$ cat src/rtl/viterbi_chan_pkg.sv
// Shared types and constants for the encoder-to-decoder channel model:
// mode/state encodings, LFSR feedback polynomials and a popcount helper.
package viterbi_chan_pkg;

  typedef enum logic [1:0] {
    CH_CLEAN = 2'd0,
    CH_RAND  = 2'd1,
    CH_BURST = 2'd2,
    CH_SHOT  = 2'd3
  } ch_mode_e;

  typedef enum logic [1:0] {
    S_CLEAN = 2'd0,
    S_RAND  = 2'd1,
    S_GAP   = 2'd2,
    S_BURST = 2'd3
  } ch_state_e;

  // Feedback taps without the x^W term, for a left-shifting Galois register.
  localparam logic [31:0] POLY32 = 32'h0040_0007;  // x^32+x^22+x^2+x+1

  function automatic logic [63:0] lfsr_poly(input int w);
    case (w)
      8:       return 64'h0000_0000_0000_0071;
      16:      return 64'h0000_0000_0000_6801;
      24:      return 64'h0000_0000_00C2_0001;
      32:      return {32'h0, POLY32};
      64:      return 64'hB000_0000_0000_0001;
      default: return 64'h0000_0000_0000_0003;
    endcase
  endfunction

  function automatic int unsigned popcount(input logic [63:0] v);
    int unsigned n;
    n = 0;
    for (int i = 0; i < 64; i++) n += 32'(v[i]);
    return n;
  endfunction

endpackage

$ cat src/rtl/chan_lfsr.sv
// Galois LFSR with step enable; a zero seed is forced to 1 so the register
// can never lock up in the all-zero state.
module chan_lfsr
  import viterbi_chan_pkg::*;
#(
  parameter int           W    = 32,
  parameter logic [W-1:0] SEED = W'(32'hACE1_2468)
) (
  input  logic         clk,
  input  logic         rst,
  input  logic         en_i,
  output logic [W-1:0] state_o
);

  localparam logic [W-1:0] SEED_FIX = (SEED == '0) ? W'(1) : SEED;
  localparam logic [W-1:0] POLY     = W'(lfsr_poly(W));

  logic [W-1:0] state_q, state_d;

  always_comb begin
    state_d = {state_q[W-2:0], 1'b0} ^ (state_q[W-1] ? POLY : '0);
  end

  always_ff @(posedge clk or negedge rst) begin
    if (!rst)      state_q <= SEED_FIX;
    else if (en_i) state_q <= state_d;
  end

  assign state_o = state_q;

endmodule

$ cat src/rtl/viterbi_chan_inj.sv
// Channel model between convolutional encoder and Viterbi decoder: registers
// each symbol, optionally flips bits (random / burst / single shot), and keeps
// saturating symbol and flipped-bit counters.
module viterbi_chan_inj
  import viterbi_chan_pkg::*;
#(
  parameter int                SYM_W  = 2,
  parameter int                LFSR_W = 32,
  parameter logic [LFSR_W-1:0] SEED   = LFSR_W'(32'hACE1_2468),
  parameter int                RATE_W = 5,
  parameter int                CNT_W  = 16,
  parameter int                LEN_W  = 8
) (
  input  logic              clk,
  input  logic              rst,
  input  logic [1:0]        mode_i,
  input  logic [RATE_W-1:0] rate_i,
  input  logic [LEN_W-1:0]  burst_len_i,
  input  logic [LEN_W-1:0]  burst_gap_i,
  input  logic              shot_i,
  input  logic              valid_i,
  input  logic [SYM_W-1:0]  sym_i,
  input  logic              clr_stats_i,
  output logic              valid_o,
  output logic [SYM_W-1:0]  sym_o,
  output logic [SYM_W-1:0]  err_o,
  output logic [CNT_W-1:0]  sym_ct_o,
  output logic [CNT_W-1:0]  bad_bit_ct_o
);

  localparam int PC_W = $clog2(SYM_W + 1);

  logic [LFSR_W-1:0] lfsr;
  logic [LFSR_W-1:0] rate_msk;
  logic              rate_hit;
  logic [SYM_W-1:0]  raw, nzmask, mode_mask, mask;

  ch_state_e         state_q, state_d, eff_st, nxt_st;
  logic [LEN_W-1:0]  cnt_q, cnt_d, eff_cnt, nxt_cnt;
  logic [LEN_W:0]    cnt_inc;

  logic              pend_q, pend_d, shot_eff;
  logic              valid_q;
  logic [SYM_W-1:0]  sym_q, err_q;
  logic [CNT_W-1:0]  sym_ct_q, sym_ct_d, bad_q, bad_d;
  logic [PC_W-1:0]   pc;
  logic [CNT_W:0]    bad_sum;

  chan_lfsr #(.W(LFSR_W), .SEED(SEED)) u_lfsr (
    .clk    (clk),
    .rst    (rst),
    .en_i   (valid_i),
    .state_o(lfsr)
  );

  assign raw    = lfsr[LFSR_W-1 -: SYM_W];
  assign nzmask = (raw == '0) ? SYM_W'(1) : raw;

  always_comb begin
    rate_msk = '0;
    for (int i = 0; i < LFSR_W; i++) rate_msk[i] = (i < int'(rate_i));
  end
  assign rate_hit = ((lfsr & rate_msk) == rate_msk);

  always_comb begin
    eff_st    = S_CLEAN;
    eff_cnt   = '0;
    nxt_st    = S_CLEAN;
    nxt_cnt   = '0;
    mode_mask = '0;
    state_d   = state_q;
    cnt_d     = cnt_q;
    case (ch_mode_e'(mode_i))
      CH_RAND:  eff_st = S_RAND;
      CH_BURST: begin
        if (state_q == S_GAP || state_q == S_BURST) begin
          eff_st  = state_q;
          eff_cnt = cnt_q;
        end else begin
          eff_st = S_GAP;
        end
      end
      default:  eff_st = S_CLEAN;
    endcase
    // A gap already served (or a burst whose length was zeroed) is reclassified
    // before this symbol uses it, so gap=0 bursts start on the entry symbol.
    if (eff_st == S_GAP && eff_cnt >= burst_gap_i && burst_len_i != '0) begin
      eff_st  = S_BURST;
      eff_cnt = '0;
    end else if (eff_st == S_BURST && burst_len_i == '0) begin
      eff_st  = S_GAP;
      eff_cnt = '0;
    end
    cnt_inc = {1'b0, eff_cnt} + 1'b1;
    case (eff_st)
      S_RAND: begin
        mode_mask = rate_hit ? raw : '0;
        nxt_st    = S_RAND;
      end
      S_GAP: begin
        if (cnt_inc >= {1'b0, burst_gap_i} && burst_len_i != '0) begin
          nxt_st = S_BURST;
        end else begin
          nxt_st  = S_GAP;
          nxt_cnt = (eff_cnt >= burst_gap_i) ? eff_cnt : cnt_inc[LEN_W-1:0];
        end
      end
      S_BURST: begin
        mode_mask = nzmask;
        if (cnt_inc >= {1'b0, burst_len_i}) begin
          nxt_st = S_GAP;
        end else begin
          nxt_st  = S_BURST;
          nxt_cnt = cnt_inc[LEN_W-1:0];
        end
      end
      default: nxt_st = S_CLEAN;
    endcase
    if (valid_i) begin
      state_d = nxt_st;
      cnt_d   = nxt_cnt;
    end
  end

  // A shot request is held until a valid symbol arrives to carry it.
  assign shot_eff = pend_q | shot_i;
  assign pend_d   = valid_i ? 1'b0 : shot_eff;
  assign mask     = mode_mask | (shot_eff ? nzmask : '0);

  assign pc      = PC_W'(popcount(64'(mask)));
  assign bad_sum = {1'b0, bad_q} + (CNT_W+1)'(pc);

  always_comb begin
    sym_ct_d = sym_ct_q;
    bad_d    = bad_q;
    if (clr_stats_i) begin
      sym_ct_d = '0;
      bad_d    = '0;
    end else if (valid_i) begin
      sym_ct_d = (&sym_ct_q) ? sym_ct_q : sym_ct_q + 1'b1;
      bad_d    = bad_sum[CNT_W] ? '1 : bad_sum[CNT_W-1:0];
    end
  end

  always_ff @(posedge clk or negedge rst) begin
    if (!rst) begin
      state_q  <= S_CLEAN;
      cnt_q    <= '0;
      pend_q   <= 1'b0;
      valid_q  <= 1'b0;
      sym_q    <= '0;
      err_q    <= '0;
      sym_ct_q <= '0;
      bad_q    <= '0;
    end else begin
      state_q  <= state_d;
      cnt_q    <= cnt_d;
      pend_q   <= pend_d;
      valid_q  <= valid_i;
      sym_ct_q <= sym_ct_d;
      bad_q    <= bad_d;
      if (valid_i) begin
        sym_q <= sym_i ^ mask;
        err_q <= mask;
      end
    end
  end

  assign valid_o      = valid_q;
  assign sym_o        = sym_q;
  assign err_o        = err_q;
  assign sym_ct_o     = sym_ct_q;
  assign bad_bit_ct_o = bad_q;

endmodule

$ cat config.mk
export PLATFORM = sky130hd
export DESIGN_NAME = viterbi_chan_inj
export DESIGN_NICKNAME = d
export VERILOG_FILES = /design/src/rtl/viterbi_chan_pkg.sv /design/src/rtl/chan_lfsr.sv /design/src/rtl/viterbi_chan_inj.sv
export SDC_FILE = /design/constraint.sdc
export NUM_CORES = 1
export LEC_CHECK = 0
export BUFFER_PORTS_ARGS = -buffer_cell sky130_fd_sc_hd__buf_4
export CORE_MARGIN = 2
export CORE_UTILIZATION = 55
export CTS_BUF_LIST = sky130_fd_sc_hd__clkbuf_16
export CTS_CLUSTER_DIAMETER = 30
export DETAILED_ROUTE_END_ITERATION = 6
export PLACE_DENSITY = 0.85
export SLEW_MARGIN = 30
export SYNTH_ARGS = -nofsm -noshare
export SYNTH_HDL_FRONTEND = slang
export SYNTH_HIERARCHICAL = 1
export SYNTH_SLANG_ARGS = --single-unit
$ cat constraint.sdc
create_clock -name clk -period 6.4 [get_ports clk]
set_input_delay 0.32 -clock clk [delete_from_list [all_inputs] [get_ports clk]]
set_output_delay 0.32 -clock clk [all_outputs]
set_load 0.05 [all_outputs]
==> flow_summary.toml, run 1 <==
[yosys]
synthesis.nets = 670
ys_top_cells_by_area = "dfrtp_1 30%, ha_1 8.4%, mux2_4 6.4%"
avgSynthCellArea_sq_um = 9.38
syn_inst = 601
async_reset_ff_share_pct = 100
yosysMostFrequentCell = "dfrtp_1"
ys_seq_elements = 80
synth.cell_area_sq_um = 5640
synth_edf_count = 0
synth_cell_types = 75
synth_warnings = 6
synth_seq_area_share_pct = 35.8
yosysTopAreaCell = "dfrtp_1"
synth_top_area_share_pct = 29.7
synth_ff_type = "dfrtp_1"
synth_common_cells = "67 x dfrtp_1, 60 x nor2_1, 46 x nand2_1"

[clock_tree]
clock_latency_ps = 330
postCtsHoldBufs = 1
postCtsSetupRepairBufs = 0
cts_tree = "done"
root_buffer = "clkbuf_16"
clk_pin_slew_ps = 60
cts_buffers = 9
cts-htree-levels = 3
cts_resized = 0
clock-sinks = 80
cts_buffer_depth = 2

[global_routing]
grt_pass1_vias = 4565
grt_max_degree = 75
globalRouteTotalUtil_pct = 24.8
grt_overflow = 0
grt_pass1_wl_um = 22400
antenna_found_initial = 0

[detailed_routing]
wl_um = 13400
drt_pass1_iterations = 6
vias = 4673
drtAntennaViolNets = 0
first_iter_violations = 371
drc = 0
via_per_inst = 6.06
wl_per_cell_um = 17.4

[timing]
post-route-period-util_pct = 92.8
finalSetupViolations = 0
setup_tns_ps = 0
hold_violations = 0
tightestPinTransition_ps = 939
grt_setup_unrepaired = "no"
maxSlewViolCount = 0
hold_slack_ps = 253
skew_ps = 11.2
slew-limit-headroom_pct = 37.4
fmax_mhz = 168
period_needed_ps = 5940

[floorplan]
rows = 36
core_area_sq_um = 9860
die_x_um = 105
die_area_sq_um = 11100
pin_count = 67
initial_utilization_pct = 57.2
fp.dieH_um = 105

[critical_path]
critPathMaxFanout = 11
worstPathCellList = "and2_2, nand2_1, ha_1, and3_1, o21ai_0, a31o_2, a21oi_1, nor2_1, nand2_1, inv_1, ha_1, and4_1, nand2_1, xnor2_1, and2_1, ha_1, a21o_1, a21oi_1, nand2_1, or4b_4, a211oi_2, o21ai_1, a311oi_2"
critPathLaunchType = "flop"
crit_path_top_delay_cell = "nor2_1"
worstPathRequired_ps = 6630
critPathMaxStageDelay_ps = 590
r2r_slack_ps = 460
cp_data_arrival_time_ps = 6170
worst-path-buf-inv = 1
end_kind = "flop"
crit_top_cell = "nand2_1"
critical_path_class = "reg -> reg"
cp_top_family = "simple AND/OR/NAND/NOR gates"

[min_path]
hold_path_class = "in -> reg"

[power_and_ir_drop]
leakage_uw = 0.00300
power_density_nw_per_um2 = 276
max-vdd-ir-drop_mv = 0.269

[placed_design]
dp_hpwl_um = 9900
portBuffers = 66
dp_cells = 754
gp_congestion = 0.942

[cells_and_area]
drive_gt1_share_pct = 22.6
antennaDiodeCount = 0
syn_to_final_growth_pct = 11.8
instances_no_fill = 771
fin_nets = 702
final_util_pct = 63.9

[run_status]
status = "finished clean"

[job]
drv_cap = 0
cell families (layout without fill, tap and decap cells):
group | count (synthesis) | in the layout | share of synthesized area (%)
and+or+nand+nor | 207 | 207 | 19.0
AOI/OAI and AO/OA | 129 | 129 | 15.8
buffers and inverters | 90 | 127 | 8.90
DFF | 80 | 80 | 35.8
adders and majority gates | 39 | 39 | 8.79
muxes | 34 | 34 | 8.30
xor gates and xnor gates | 22 | 22 | 3.42
per-stage QoR:
stage	setup WS, ps	area [sq um]	total power, uW
detailed placement	323	5990	1210
global placement	650	5960	1180
floorplan	1290	5640	1200
global route	134	6300	1830
CTS	583	6300	1750
finish	464	6300	1740
worst register-to-register path, delay by kind of cell, from the launching register on:
kind	cells	cell delay (ps)
AOI/OAI and AO/OA	8	1840
xor gates and xnor gates	1	200
adders and majority gates	3	810
buffers and inverters	1	130
DFF	1	500
and+or+nand+nor	10	2370
cell usage in the layout (no fill, tap or decap), drive strengths merged, types with 4 or more instances in the layout:
cell,netlist,final
buf,36,67
a21o,5,5
nand4,14,14
ha,38,38
a311oi,8,8
and4,7,7
xor2,13,13
o21a,4,4
inv,43,47
nor3,6,6
nand3,19,19
a211oi,11,11
o21ai,26,26
and3,14,14
and2,11,11
mux2,30,30
dfrtp,67,67
nand2,46,46
nor2,60,60
nor2b,10,10
nor4,5,5
dfstp,13,13
a21oi,31,31
a31oi,8,8
xnor2,9,9
mux2i,4,4
clkbuf,11,9
layout make-up:
| class | count | area (sq um) |
|---|---|---|
| Fill cell | 780 | 3560 |
| Clock buffer | 9 | 225 |
| Multi-Input combinational cell | 431 | 3120 |
| Timing Repair Buffer | 68 | 533 |
| Tap cell | 133 | 166 |
| Sequential cell | 80 | 2020 |
| Inverter | 43 | 161 |
| Clock inverter | 7 | 82.6 |
worst paths after layout:
check,from,to,cells after the start
worst max-delay path,state_q[1],cnt_q[0],23
worst min-delay path,shot_i,pend_q,3
worst max register to register,state_q[1],cnt_q[0],23
worst min register to register,u_lfsr/state_o[22],u_lfsr/state_o[22],2
max in group asynchronous,rst,u_lfsr/state_o[13],3
min in group asynchronous,rst,bad_bit_ct_o[6],2
power by group:
part / internal [uW] / switching, uW
clock network: 309 / 220
registers: 656 / 129
logic: 229 / 194
metal layers:
layer	vias up	GRT usage, %	share of wire (%)
li1	2198	-	-
met1	2289	32.7	43
met2	156	41.6	50
met3	30	4.33	5.4
met4	0	7.71	2.1
met5	-	0	0
state kept, by name (all words and copies together) (netlist names):
signal,flops
u_lfsr/state_o,32
bad_bit_ct_o,16
sym_ct_o,16
cnt_q,8
err_o,2
state_q,2
sym_o,2
pend_q,1
valid_o,1
(Power assumes the default switching activity.)
==> run 2, diff against run 1 <==
CORE_ASPECT_RATIO = 0.6   (was default)
clock period = 5.6 ns   (was 6.4 ns; I/O delays follow)
==> run 2 against run 1 <==
The flow now finishes with violations (negative hold slack). Critical path depth is 1 lower. Sequential share of layout area fell by 0.30 points. Clock skew down 4.6 ps. Via count increased by 1.5%. Die area rose by 0.24%. First-iteration DRC count is 60% higher. Clock-buffer cell count is the same. Register-to-register slack lost 170 ps. Clock power up 7.2%. Wire length is 13% higher. Highest routed layer unchanged.
==> flow_summary.toml, run 2 (same netlist as run 1, synthesis figures left out) <==
[run_status]
status = "finished with violations"
violations = "negative hold slack"

[power_and_ir_drop]
max-vdd-ir-drop_mv = 0.265
power_density_nw_per_um2 = 308
leakage_uw = 0.00306
power_uw = 1960

[cells_and_area]
final_common_cell = "buf_4"
stdcell_area_sq_um = 6370
largest_register_ffs = 32
syn_to_final_growth_pct = 13.0
instances_no_fill = 786
drive_gt1_share_pct = 24.1
fin_nets = 715
mostFrequentLayoutCells = "80 x buf_4, 66 x dfrtp_1, 60 x nor2_1"
antennaDiodeCount = 0

[floorplan]
die_area_sq_um = 11100
core_area_sq_um = 9910
initial_utilization_pct = 56.9
rows = 28
die_x_um = 135
fp.dieH_um = 82.4
pin_count = 67

[global_routing]
grt_overflow = 0
globalRouteTotalUtil_pct = 28.7
grt_pass1_vias = 4371
grt_max_degree = 81
grt_pass1_wl_um = 24200
antenna_found_initial = 0

[critical_path]
worstPathRequired_ps = 5830
cp_data_arrival_time_ps = 5540
crit_path_top_delay_cell = "or4b_4"
cp-startpoint = "cnt_q[5]"
critPathMaxStageDelay_ps = 550
critPathLaunchType = "flop"
end_kind = "flop"
worst-path-buf-inv = 2
critPathMaxFanout = 5
r2r_start = "cnt_q[5]"
worstPathCellList = "and3_2, ha_1, a21oi_1, o21ai_1, inv_1, a21oi_1, nor2_1, nand2_1, inv_1, ha_1, and4_1, nand2_1, xnor2_1, and2_1, ha_1, a21o_1, a21oi_1, nand2_1, or4b_4, a211oi_4, and3b_1, o32ai_2"
cp_top_family = "simple AND/OR/NAND/NOR gates"
critical_path_class = "reg -> reg"

[placed_design]
dp_cells = 770
gp_congestion = 1.01
placed_cell_area_sq_um = 6070
portBuffers = 66
dp_hpwl_um = 11700

[detailed_routing]
wl_per_cell_um = 19.2
vias = 4745
drtAntennaViolNets = 0
first_iter_violations = 593
drt_pass1_iterations = 5
drc = 0
via_per_inst = 6.04
wl_um = 15100

[clock_tree]
clk_pin_slew_ps = 60
cts-htree-levels = 3
cts_buffer_depth = 2
clock-sinks = 80
cts_tree = "done"
cts_buffers = 9
postCtsSetupRepairBufs = 0
root_buffer = "clkbuf_16"
clock_latency_ps = 330

[timing]
period_needed_ps = 5310
setup_tns_ps = 0
slew-limit-headroom_pct = 33.3
fmax_mhz = 188
post-route-period-util_pct = 94.8
tightestPinTransition_ps = 990
skew_ps = 6.57
hold_violations = 28
grt_setup_unrepaired = "no"
finalSetupViolations = 0
maxSlewViolCount = 0
hold_slack_ps = -33.6

[min_path]
hold_path_class = "in -> async"

[job]
drv_cap = 0
## run 2: cell count changes in the layout (fill, tap and decap cells not counted), sizes merged
cell | before | now
clkinv | 0 | 4
dlygate4sd3 | 1 | 0
buf | 67 | 81
inv | 47 | 44
clkinvlp | 2 | 1
## run 2: per-layer routing
| metal | wire length [um] | share of wire [%] | global-route usage [%] |
|---|---|---|---|
| met1 | 7560 | 50 | 45.8 |
| met2 | 5900 | 39 | 38.7 |
| met3 | 1580 | 10 | 7.45 |
| met5 | 0 | 0 | 0 |
| met4 | 74 | 0.49 | 4.63 |
## run 2: timing repair
item / CTS / global route
hold buffers: 0 / 0
endpoints found under the setup margin: 0 / 2
resized for setup: 0 / 1
## run 2: stage by stage
step	util, %	setup WS, ps	hold WS (ps)
2_1_floorplan	-	530	-15.6
3_3_place_gp	61.3	318	493
3_5_place_dp	61.3	92.3	509
4_1_cts	64.2	346	158
5_1_grt	64.2	13.1	33.1
6_report	64.2	290	-33.6
## run 2: layout make-up
cell class	count	area, sq um
fillers	848	3550
multi-input cells	431	3120
flip-flops and latches	80	2020
repair buffers	81	612
clock buffers	9	225
well taps	135	169
inverters	43	161
clock inverters	7	63.8
## run 2: path summary, 6_finish.rpt
path                       slack [ps]                 end  cells after the start
setup / recovery                  290            cnt_q[2]                     22
hold / removal                    -30     bad_bit_ct_o[1]                      1
setup reg to reg                  290            cnt_q[2]                     22
hold reg to reg                   530  u_lfsr/state_o[22]                      2
max in group asynchronous        5080          state_q[1]                      1
min in group clk                  230              pend_q                      3
## run 2: power breakdown
group / switching (uW) / internal [uW] / leakage, uW / total, uW
clock: 226 / 341 / 0.000144 / 567
sequential: 155 / 750 / 0.00100 / 905
combinational: 228 / 262 / 0.00191 / 490
==> run 3, diff against run 2 <==
MAX_ROUTING_LAYER = met4   (was default)
==> run 3 against run 2 <==
The flow still finishes with violations (negative hold slack). Via count grew 0.25%. Critical path depth grew 1. First-iteration DRC count shrank 16%. Cell count shrank 0.51%. Hold slack lost 15 ps. Combinational power shrank 0.8%. Clock-buffer cell count is the same. Register-to-register slack gained 50 ps. Sequential power shrank 0.4%. Sequential share of layout area shrank 0.25 points. Total power grew 7.1%. Cell area grew 0.75%. Critical endpoint is now cnt_q[5].
==> flow_summary.toml, run 3 (same netlist as run 1, synthesis figures left out) <==
[detailed_routing]
first_iter_violations = 501
vias = 4757
via_per_inst = 6.08
wl_per_cell_um = 18.9
drt_pass1_iterations = 6
wl_um = 14800
drc = 0
drtAntennaViolNets = 0

[cells_and_area]
fin_nets = 711
antennaDiodeCount = 0
final_util_pct = 64.7
final.fill_count = 824
final_common_cell = "buf_4"
instances_no_fill = 782
stdcell_area_sq_um = 6420
syn_to_final_growth_pct = 13.8
largest_register_ffs = 32
drive_gt1_share_pct = 23.8
mostFrequentLayoutCells = "76 x buf_4, 67 x dfrtp_1, 60 x nor2_1"

[floorplan]
rows = 28
die_x_um = 135
die_area_sq_um = 11100
core_area_sq_um = 9910
fp.dieH_um = 82.4
pin_count = 67
initial_utilization_pct = 56.9

[min_path]
hold_path_class = "in -> async"

[timing]
grt_setup_unrepaired = "no"
period_needed_ps = 5260
hold_violations = 34
tightestPinTransition_ps = 968
post-route-period-util_pct = 94.0
slew-limit-headroom_pct = 34.8
setup_tns_ps = 0
fmax_mhz = 190
hold_slack_ps = -48.9
maxSlewViolCount = 0
finalSetupViolations = 0
skew_ps = 8.88

[global_routing]
grt_pass1_vias = 4351
grt_overflow = 0
grt_pass1_wl_um = 23300
globalRouteTotalUtil_pct = 28.3
antenna_found_initial = 0
grt_max_degree = 81

[power_and_ir_drop]
pwr-share-comb_pct = 23.1
max-vdd-ir-drop_mv = 0.258
seqPwrFrac_pct = 42.9
internal-power_uw = 1490
p_sw_share_pct = 28.9
power_density_nw_per_um2 = 327
leakage_uw = 0.00308
power_uw = 2100
p_clk_share_pct = 34.0
switching_power_uw = 607

[job]
drv_cap = 0

[critical_path]
r2r_slack_ps = 340
critPathLaunchType = "flop"
crit_path_top_delay_cell = "or4b_4"
rr_worst_depth = 23
critPathMaxFanout = 9
regToRegEndpoint = "cnt_q[5]"
end_kind = "flop"
worstPathCellList = "and2_2, nand2_1, inv_1, ha_1, nand4_1, a31o_2, a21oi_1, o21ai_1, and2_1, ha_1, and4_1, nand2_1, xnor2_1, and2_1, ha_1, a21o_1, a21oi_1, nand2_1, or4b_4, a211oi_4, buf_4, a21oi_1, o22ai_1"
r2r_start = "state_q[1]"
cp_data_arrival_time_ps = 5510
worstPathRequired_ps = 5850
critical_path_class = "reg -> reg"
critPathMaxStageDelay_ps = 540

[clock_tree]
cts_buffer_depth = 2
postCtsHoldBufs = 0
cts_buffers = 9
cts_tree = "done"
root_buffer = "clkbuf_16"
clock_latency_ps = 340
cts-htree-levels = 3
clk_pin_slew_ps = 60
clock-sinks = 80
postCtsSetupRepairBufs = 0
cts_resized = 0

[placed_design]
dp_cells = 766
portBuffers = 66
dp_hpwl_um = 11100
gp_congestion = 1.04
placed_cell_area_sq_um = 6040

[run_status]
status = "finished with violations"
violations = "negative hold slack"
[run 3: metrics by stage]
step / worst slack [ps] / hold WS (ps)
floorplan: 530 / -15.6
global placement: 241 / 491
detailed placement: 216 / 500
CTS: 414 / 132
global route: 23.8 / 17.3
finish: 337 / -48.9
[run 3: worst max-delay path, delay by kind of cell, from the launching register on]
kind / cells / cell delay, ps
compound gates: 8 / 1530
xor+xnor: 1 / 150
fa+ha+maj: 3 / 810
buf+inv: 2 / 350
flops: 1 / 470
simple gates: 9 / 1860
[run 3: cell type report]
class	count	area, sq um	share of cell area [%]
flip-flops and latches	80	2020	31.5
repair buffers	77	582	9.07
multi-input cells	431	3120	48.6
inverters	43	161	2.52
clock buffers	9	225	3.51
well taps	135	169	2.63
clock inverters	7	141	2.20
[run 3: worst max path at each step]
stage / from / endpoint
finish: state_q[1] / cnt_q[5]
global route: state_q[1] / cnt_q[0]
CTS: state_q[1] / cnt_q[0]
detailed placement: mode_i[0] / cnt_q[0]
global placement: mode_i[0] / cnt_q[0]
floorplan: mode_i[0] / cnt_q[2]
[run 3: power groups by stage]
stage	logic [uW]	clock network (uW)	registers, uW
after floorplan	483	0	891
after global placement	464	0	896
after detailed placement	480	0	904
after CTS	484	727	898
after global routing	533	744	925
final	486	714	901
[run 3: routing by layer]
layer  global-route usage [%]  part of all wire [%]  vias to the layer above
li1                         -                     -                     2218
met5                        -                     0                        -
met1                     42.6                    49                     2295
met2                     35.7                    37                      233
met4                     4.53                  0.59                        0
met3                     10.7                    13                       11
